<file path="src/rtl/toggle_pulse_gen_if.sv">
// Button-side bundle of toggle_pulse_gen: raw button in, conditioned pulse/level/count out.
// master drives the button; slave is the conditioner.
interface toggle_pulse_gen_if;
    logic       btn_in;
    logic       t_pulse;
    logic       btn_level;
    logic [7:0] press_cnt;

    modport master (output btn_in, input t_pulse, btn_level, press_cnt);
    modport slave  (input btn_in, output t_pulse, btn_level, press_cnt);
endinterface

</file>
<file path="src/rtl/toggle_pulse_gen.sv">
// Turns a bouncy button into one clean t_pulse per press (plus optional auto-repeat while held),
// via a 2-flop synchronizer, a debounce counter and a press/release FSM.
module toggle_pulse_gen #(
    parameter int DEBOUNCE_CYCLES = 16,
    parameter int REPEAT_CYCLES   = 0,
    parameter int CNT_W           = 16
) (
    input  logic                clk,
    input  logic                rst,
    toggle_pulse_gen_if.slave   bus
);
    localparam logic [CNT_W-1:0] DEB_LAST = CNT_W'(DEBOUNCE_CYCLES - 1);
    localparam logic [CNT_W-1:0] REP_LAST = CNT_W'((REPEAT_CYCLES > 0) ? REPEAT_CYCLES - 1 : 0);
    localparam bit               REP_EN   = (REPEAT_CYCLES > 0);

    typedef enum logic [1:0] {
        IDLE        = 2'd0,
        DEB_PRESS   = 2'd1,
        PRESSED     = 2'd2,
        DEB_RELEASE = 2'd3
    } state_t;

    state_t           state;
    logic             s1, s2;
    logic [CNT_W-1:0] deb_cnt;
    logic [CNT_W-1:0] rep_cnt;
    logic             t_pulse_q;
    logic             level_q;
    logic [7:0]       press_q;

    always_ff @(posedge clk or posedge rst) begin
        if (rst) begin
            s1        <= 1'b0;
            s2        <= 1'b0;
            state     <= IDLE;
            deb_cnt   <= '0;
            rep_cnt   <= '0;
            t_pulse_q <= 1'b0;
            level_q   <= 1'b0;
            press_q   <= 8'd0;
        end else begin
            s1        <= bus.btn_in;
            s2        <= s1;
            t_pulse_q <= 1'b0;
            case (state)
                IDLE: begin
                    if (s2) begin
                        state   <= DEB_PRESS;
                        deb_cnt <= '0;
                    end
                end
                DEB_PRESS: begin
                    if (!s2) begin
                        state <= IDLE;
                    end else if (deb_cnt == DEB_LAST) begin
                        state     <= PRESSED;
                        t_pulse_q <= 1'b1;
                        level_q   <= 1'b1;
                        press_q   <= press_q + 8'd1;
                        rep_cnt   <= '0;
                    end else begin
                        deb_cnt <= deb_cnt + 1'b1;
                    end
                end
                PRESSED: begin
                    if (!s2) begin
                        state   <= DEB_RELEASE;
                        deb_cnt <= '0;
                    end else if (REP_EN) begin
                        // repeat pulses are not presses, so press_q is left alone
                        if (rep_cnt == REP_LAST) begin
                            t_pulse_q <= 1'b1;
                            rep_cnt   <= '0;
                        end else begin
                            rep_cnt <= rep_cnt + 1'b1;
                        end
                    end
                end
                DEB_RELEASE: begin
                    if (s2) begin
                        state   <= PRESSED;
                        rep_cnt <= '0;
                    end else if (deb_cnt == DEB_LAST) begin
                        state   <= IDLE;
                        level_q <= 1'b0;
                    end else begin
                        deb_cnt <= deb_cnt + 1'b1;
                    end
                end
                default: state <= IDLE;
            endcase
        end
    end

    assign bus.t_pulse   = t_pulse_q;
    assign bus.btn_level = level_q;
    assign bus.press_cnt = press_q;
endmodule

</file>
<file path="src/flat_wrapper.sv">
// flat-port wrapper written by rule: the top's interface ports become plain ports
module toggle_pulse_gen_flat 
#(
    parameter int DEBOUNCE_CYCLES = 16,
    parameter int REPEAT_CYCLES   = 0,
    parameter int CNT_W           = 16
)
  (clk, rst, bus_btn_in, bus_t_pulse, bus_btn_level, bus_press_cnt);
  toggle_pulse_gen_if bus_i ();
  input  logic clk;
  input  logic rst;
  input wire logic [$bits(bus_i.btn_in)-1:0] bus_btn_in;
  output wire logic [$bits(bus_i.t_pulse)-1:0] bus_t_pulse;
  output wire logic [$bits(bus_i.btn_level)-1:0] bus_btn_level;
  output wire logic [$bits(bus_i.press_cnt)-1:0] bus_press_cnt;
  assign bus_i.btn_in = bus_btn_in;
  assign bus_t_pulse = bus_i.t_pulse;
  assign bus_btn_level = bus_i.btn_level;
  assign bus_press_cnt = bus_i.press_cnt;
  toggle_pulse_gen #(.DEBOUNCE_CYCLES(DEBOUNCE_CYCLES), .REPEAT_CYCLES(REPEAT_CYCLES), .CNT_W(CNT_W)) u_core (.clk(clk), .rst(rst), .bus(bus_i));
endmodule
</file>
<file path="config.mk">
export PLATFORM = sky130hd
export DESIGN_NAME = toggle_pulse_gen_flat
export DESIGN_NICKNAME = d
export VERILOG_FILES = /design/src/rtl/toggle_pulse_gen_if.sv /design/src/rtl/toggle_pulse_gen.sv /design/src/flat_wrapper.sv
export SDC_FILE = /design/constraint.sdc
export NUM_CORES = 1
export LEC_CHECK = 0
export BUFFER_PORTS_ARGS = -buffer_cell sky130_fd_sc_hd__buf_2
export CORE_MARGIN = 3
export CORE_UTILIZATION = 52
export CTS_CLUSTER_SIZE = 28
export DETAILED_ROUTE_END_ITERATION = 8
export HOLD_SLACK_MARGIN = 0.15
export PLACE_DENSITY_LB_ADDON = 0.15
export SETUP_SLACK_MARGIN = 0.05
export SLEW_MARGIN = 20
export SYNTH_ARGS = -nofsm -noshare
export SYNTH_HDL_FRONTEND = slang
export SYNTH_SLANG_ARGS = --single-unit
</file>
<file path="constraint.sdc">
create_clock -name clk -period 1.7 [get_ports clk]
set_clock_uncertainty 0.15 [all_clocks]
set_input_delay 0.085 -clock clk [delete_from_list [all_inputs] [get_ports clk]]
set_output_delay 0.085 -clock clk [all_outputs]
set_load 0.01 [all_outputs]
</file>
Word level (Yosys, flattened, before mapping)
Index checks and enable logic that the tools add are counted.
{ "word_totals": {"regBits": 30, "latch_bits": 0, "mem_bits_rw": 0, "rom_bits": 0, "inputBits": 3, "output_inout_bits": 10, "wordCells": 48, "memories": 0} }
{ "op_classes": {"n_addsub": 2, "n_mul": 0, "div": 0, "magnitude_cmp": 0, "eq_ne": 12, "n_shift": 0, "mux": 21, "bitwise_logic": 0, "n_reduce_logical": 6} }
{ "ops": {"columns": ["cell", "count"], "rows": [
  ["2-to-1 mux 16 bit", 5],
  ["case mux 16 bit (4 select lines)", 1],
  ["adder 16 x 1 -> 16 bit (second input constant)", 1],
  ["== test 16 x 4 -> 1 bit (second input constant)", 1],
  ["2-to-1 mux 2 bit", 6],
  ["adder 8 x 1 -> 8 bit (second input constant)", 1],
  ["!= test 2 x 1 -> 1 bit (second input constant)", 4],
  ["case mux 2 bit (4 select lines)", 1],
  ["AND reduction 4 bit", 2],
  ["2-to-1 mux 1 bit", 7],
  ["AND reduction 5 bit", 1],
  ["== test 2 bit (second input constant)", 2],
  ["!= test 2 bit (second input constant)", 2],
  ["!= test 3 x 1 -> 1 bit (second input constant)", 1],
  ["!= test 3 bit (second input constant)", 1],
  ["AND reduction 3 bit", 1],
  ["== test 2 x 1 -> 1 bit (second input constant)", 1],
  ["logical NOT 2 bit", 1],
  ["case mux 1 bit (2 select lines)", 1],
  ["nonzero test 2 bit", 1]
]} }

Logic depth before layout (Yosys ltp)
{ "depth": {"depth_word": 4, "depth_mapped": 7, "depth_no_buf": 6} }

Worst setup path before layout
Ideal clock, no wire load.
{ "synth_timing": {"kind": "register -> register", "from": "reg u_core.deb_cnt[0]", "to": "reg u_core.deb_cnt[14]", "setup_time_ns": 0.069, "t_arrival_ns": 1.607, "required_ns": 1.481, "path_slack_ns": -0.126, "stages_incl_launch_ff": 7, "n_path_buf": 0, "period_less_slack_ns": 1.826, "cell_sequence": "dfrtp_1 > ha_1 > nand3_1 > nor2_1 > nand4_2 > or4_1 > nand3_1"} }
{ "synth_between": {"elab_chain_len": 4, "word_cells_on_any_way": 6, "classes_between": "add/sub: 1; eq/ne: 1; mux: 4"} }
{ "synth_rtl": {"columns": ["item", "line_no", "source"], "rows": [
  ["start, declared", "toggle_pulse_gen.sv:25", "logic [CNT_W-1:0] deb_cnt;"],
  ["start signal, assigned", "toggle_pulse_gen.sv:62", "deb_cnt <= deb_cnt + 1'b1;"],
  ["start signal, assigned", "toggle_pulse_gen.sv:87", "deb_cnt <= deb_cnt + 1'b1;"],
  ["adder 16 x 1 -> 16 bit or == test 16 x 4 -> 1 bit (tied branches)", null, null],
  ["2-to-1 mux 16 bit (*)", "toggle_pulse_gen.sv:55, toggle_pulse_gen.sv:83", null],
  ["2-to-1 mux 16 bit (on tied branches)", "toggle_pulse_gen.sv:80, toggle_pulse_gen.sv:53", null],
  ["case mux 16 bit (4 select lines) (*)", "toggle_pulse_gen.sv:45", "case (state)"]
]} }
Mark *: on every way between the ends. The rest lies on a longest branch, timed or not. The select of a mux whose other input is x is not followed.
A chain may end at the register's enable or synchronous reset.

Final worst setup path
{ "layout_timing": {"from": "reg u_core.deb_cnt[1]", "to": "reg u_core.deb_cnt[10]"} }
The elaborated chain is that of the path after synthesis.

==> impl_metrics.yaml <==
clock_network:
  htree_levels: 2
  numClockSinks: 30
  clk_path_buf_depth: 2
  clk_latency_ps: 340
  clk_pin_slew_worst_paths_ps: 100
  cts_tree: "yes"
  cts_inserted_buffers: 5
  cts_root_buf: "clkbuf_4"
placement:
  port_buffers: 12
  post-place-ws_ps: -102
  routabilityCongestion: 0.865
  dp_hpwl_microns: 2720
worst_setup_path:
  slowest_stage: "dfrtp_1"
  crit_path_end_kind: "register"
  timing.rr.start: "u_core.deb_cnt[1]"
  cp_max_fo: 7
  cp_num_buf_inv: 1
  crit_path_start_kind: "register"
  r2r_setup_slack_ps: -140
  required_ps: 1760
  path_class: "register to register"
  crit_arrival_ps: 1900
  critPathMostFrequentCell: "o21ai_0"
  max_stage_delay_ps: 370
  cpLargestDelayFamily: "compound AO/OA/AOI/OAI gates"
  path_cells: "ha_2, nand3_1, nor2_4, buf_4, a21oi_1, o21ai_0, o21ai_0"
  worst-r2r-cell-count: 7
  r2r_end: "u_core.deb_cnt[10]"
yosys:
  synthTopCellsByCount: "30 x dfrtp_1, 20 x nand2_1, 17 x o21ai_0, 8 x nand3_1"
  synth_compound_area_frac: 0.141
  syn_area_sq_um: 1500
  async_flop_share: 1.00
  synthDistinctLibCells: 35
  synth_edf_count: 0
  postSynthAreaPerCell_sq_um: 9.69
  synth_top_family_by_area: "simple AND/OR/NAND/NOR gates"
  synth.most_common_cell: "dfrtp_1"
  syn-num-nets: 160
  syn_inst: 155
  ys.flop_type: "dfrtp_1"
  synth_adder_area_share: 0.0167
  yosysWarnings: 0
  synth_area_leader_cell: "dfrtp_1"
  yosys.area.top_type_share: 0.500
  synth-xor-area-share: 0.0525
  netlist_top_cells_area: "dfrtp_1 50%, o21ai_0 5.7%, nand2_1 5.0%, xnor2_1 4.1%, o31ai_1 3.0%"
  yosys.area_share.simple: 0.232
  synth_mux_area_frac: 0.0208
  yosys_register_bits: 30
  yosysSeqAreaShare: 0.500
die:
  fp.coreArea_sq_um: 2610
  start_util: 0.575
  rows: 18
  die_w_microns: 59.8
  die_area_sq_um: 3570
  die_y_microns: 59.8
  io_pins: 13
global_routing:
  antenna_found_initial: 0
  grt_pass1_vias: 1472
  grt_max_degree: 31
  grt_overflow: 0
  grt_usage: 0.263
  grt_first_pass_wirelength_microns: 6730
layout:
  nets: 214
  area_growth_pct: 45.2
  drive_gt1_frac: 0.467
  num_antenna_cells: 0
pwr:
  ir_drop_mv: 0.736
  leakagePower_nw: 1.04
  power.total_mw: 1.42
  powerDensity_nw_per_um2: 653
detailed_routing:
  drc: 0
  wl_per_cell_microns: 18.9
  drt-total-wl_microns: 4550
  ant_nets: 0
  drt_iter0_markers: 77
  first_pass_iters: 4
  viasPerCell: 6.30
  num_vias: 1513
sta:
  setup-tns-final_ps: -1040
  timing.final.max_slew_violations: 0
  fmax_mhz: 542
  worst_hold_slack_ps: 215
  period_needed_ps: 1840
  hold_viol: 0
  fin_crit_sh: 1.09
  setup_viol_count_final: 20
  slew-limit-headroom: 0.732
  post-route-worst-setup-slack_ps: -145
  tightest_slew_ps: 399
  rsz0062_at_grt: "yes"
run_status:
  status: "finished, violations left"
  violations: "setup timing"
min_path:
  hold_path_class: "primary input to async pin"
run:
  maxCapViolations: 0
==> per-stage QoR <==
stage	instances	area (sq um)	utilization
floorplan	155	1540	-
global placement	219	1830	0.700
detailed placement	219	1830	0.700
CTS	236	2040	0.781
global route	240	2180	0.835
finish	240	2180	0.835
==> placed cells by master (no fill, tap or decap), types with 3 or more instances in the layout <==
cell type  Yosys  final
nand2_2        0      3
nor2_4         0      3
buf_6          1      3
xnor2_1        7      6
o21ai_1        0      7
nand2_1       20     15
nand3_1        8      8
o21ai_0       17      4
nor2_1         7      3
inv_1          4      3
clkbuf_4       0      5
buf_4          0     36
nand4_1        6      6
and3_1         6      4
dfrtp_1       30     29
o21ai_2        0      6
buf_2          3     12
nor4_1         5      3
==> sequential cells by signal, summed over array words and instances (netlist names), named ones only <==
signal	cells
u_core.bus.t_pulse	1
u_core.bus.btn_level	1
u_core.bus.press_cnt	8
u_core.state	1
u_core.s2	1
u_core.s1	1
u_core.deb_cnt	16
==> power breakdown <==
group / internal, mW / leakage, nW / switching [mW]
Sequential: 0.737 / 0.403 / 0.0344
Combinational: 0.100 / 0.607 / 0.102
Clock: 0.200 / 0.0353 / 0.252
Total: 1.04 / 1.04 / 0.388
==> worst min-delay path, cell delays in order <==
cell	delay (ps)
dlygate4sd3_1	540
buf_2	120
inv_1	40
buf_4	340
==> worst max-delay path by stage <==
stage,from,endpoint,slack (ps),depth (start not counted)
5_1_grt,u_core.deb_cnt[1],u_core.deb_cnt[10],-250,7
6_report,u_core.deb_cnt[1],u_core.deb_cnt[10],-140,7
3_5_place_dp,u_core.deb_cnt[1],u_core.bus.press_cnt[1],-100,5
4_1_cts,u_core.deb_cnt[1],u_core.bus.press_cnt[1],-60,5
3_3_place_gp,u_core.deb_cnt[1],u_core.bus.press_cnt[1],-40,5
2_1_floorplan,u_core.deb_cnt[6],u_core.deb_cnt[14],-10,7
==> layout make-up <==
type                            count  area, sq um
Inverter                            4         15.0
Clock inverter                      1         5.00
Multi-Input combinational cell    113          886
Fill cell                         139          430
Tap cell                           30         37.5
Timing Repair Buffer               55          432
Clock buffer                        7         55.1
Sequential cell                    30          752
==> kinds of logic after synthesis <==
kind of cell             Yosys count
adder cells (fa/ha/maj)            2
buffers and inverters             12
flip-flops                        30
AO/OA/AOI/OAI                     35
XOR/XNOR                           9
AND/OR/NAND/NOR                   64
multiplexers                       3
==> repair_timing <==
action,CTS,global route
pin swaps,16,12
hold endpoints to repair,31,0
cloned,1,0
endpoints found under the setup margin,23,27
gates resized for setup,25,28
hold buffers,2,0
setup buffers,6,7
==> routing by layer <==
metal / GRT usage / wire length [microns]
met5: 0 / 0
met4: 0.136 / 104
met3: 0.104 / 325
met2: 0.441 / 2390
met1: 0.284 / 1720
(Power assumes the default switching activity.)
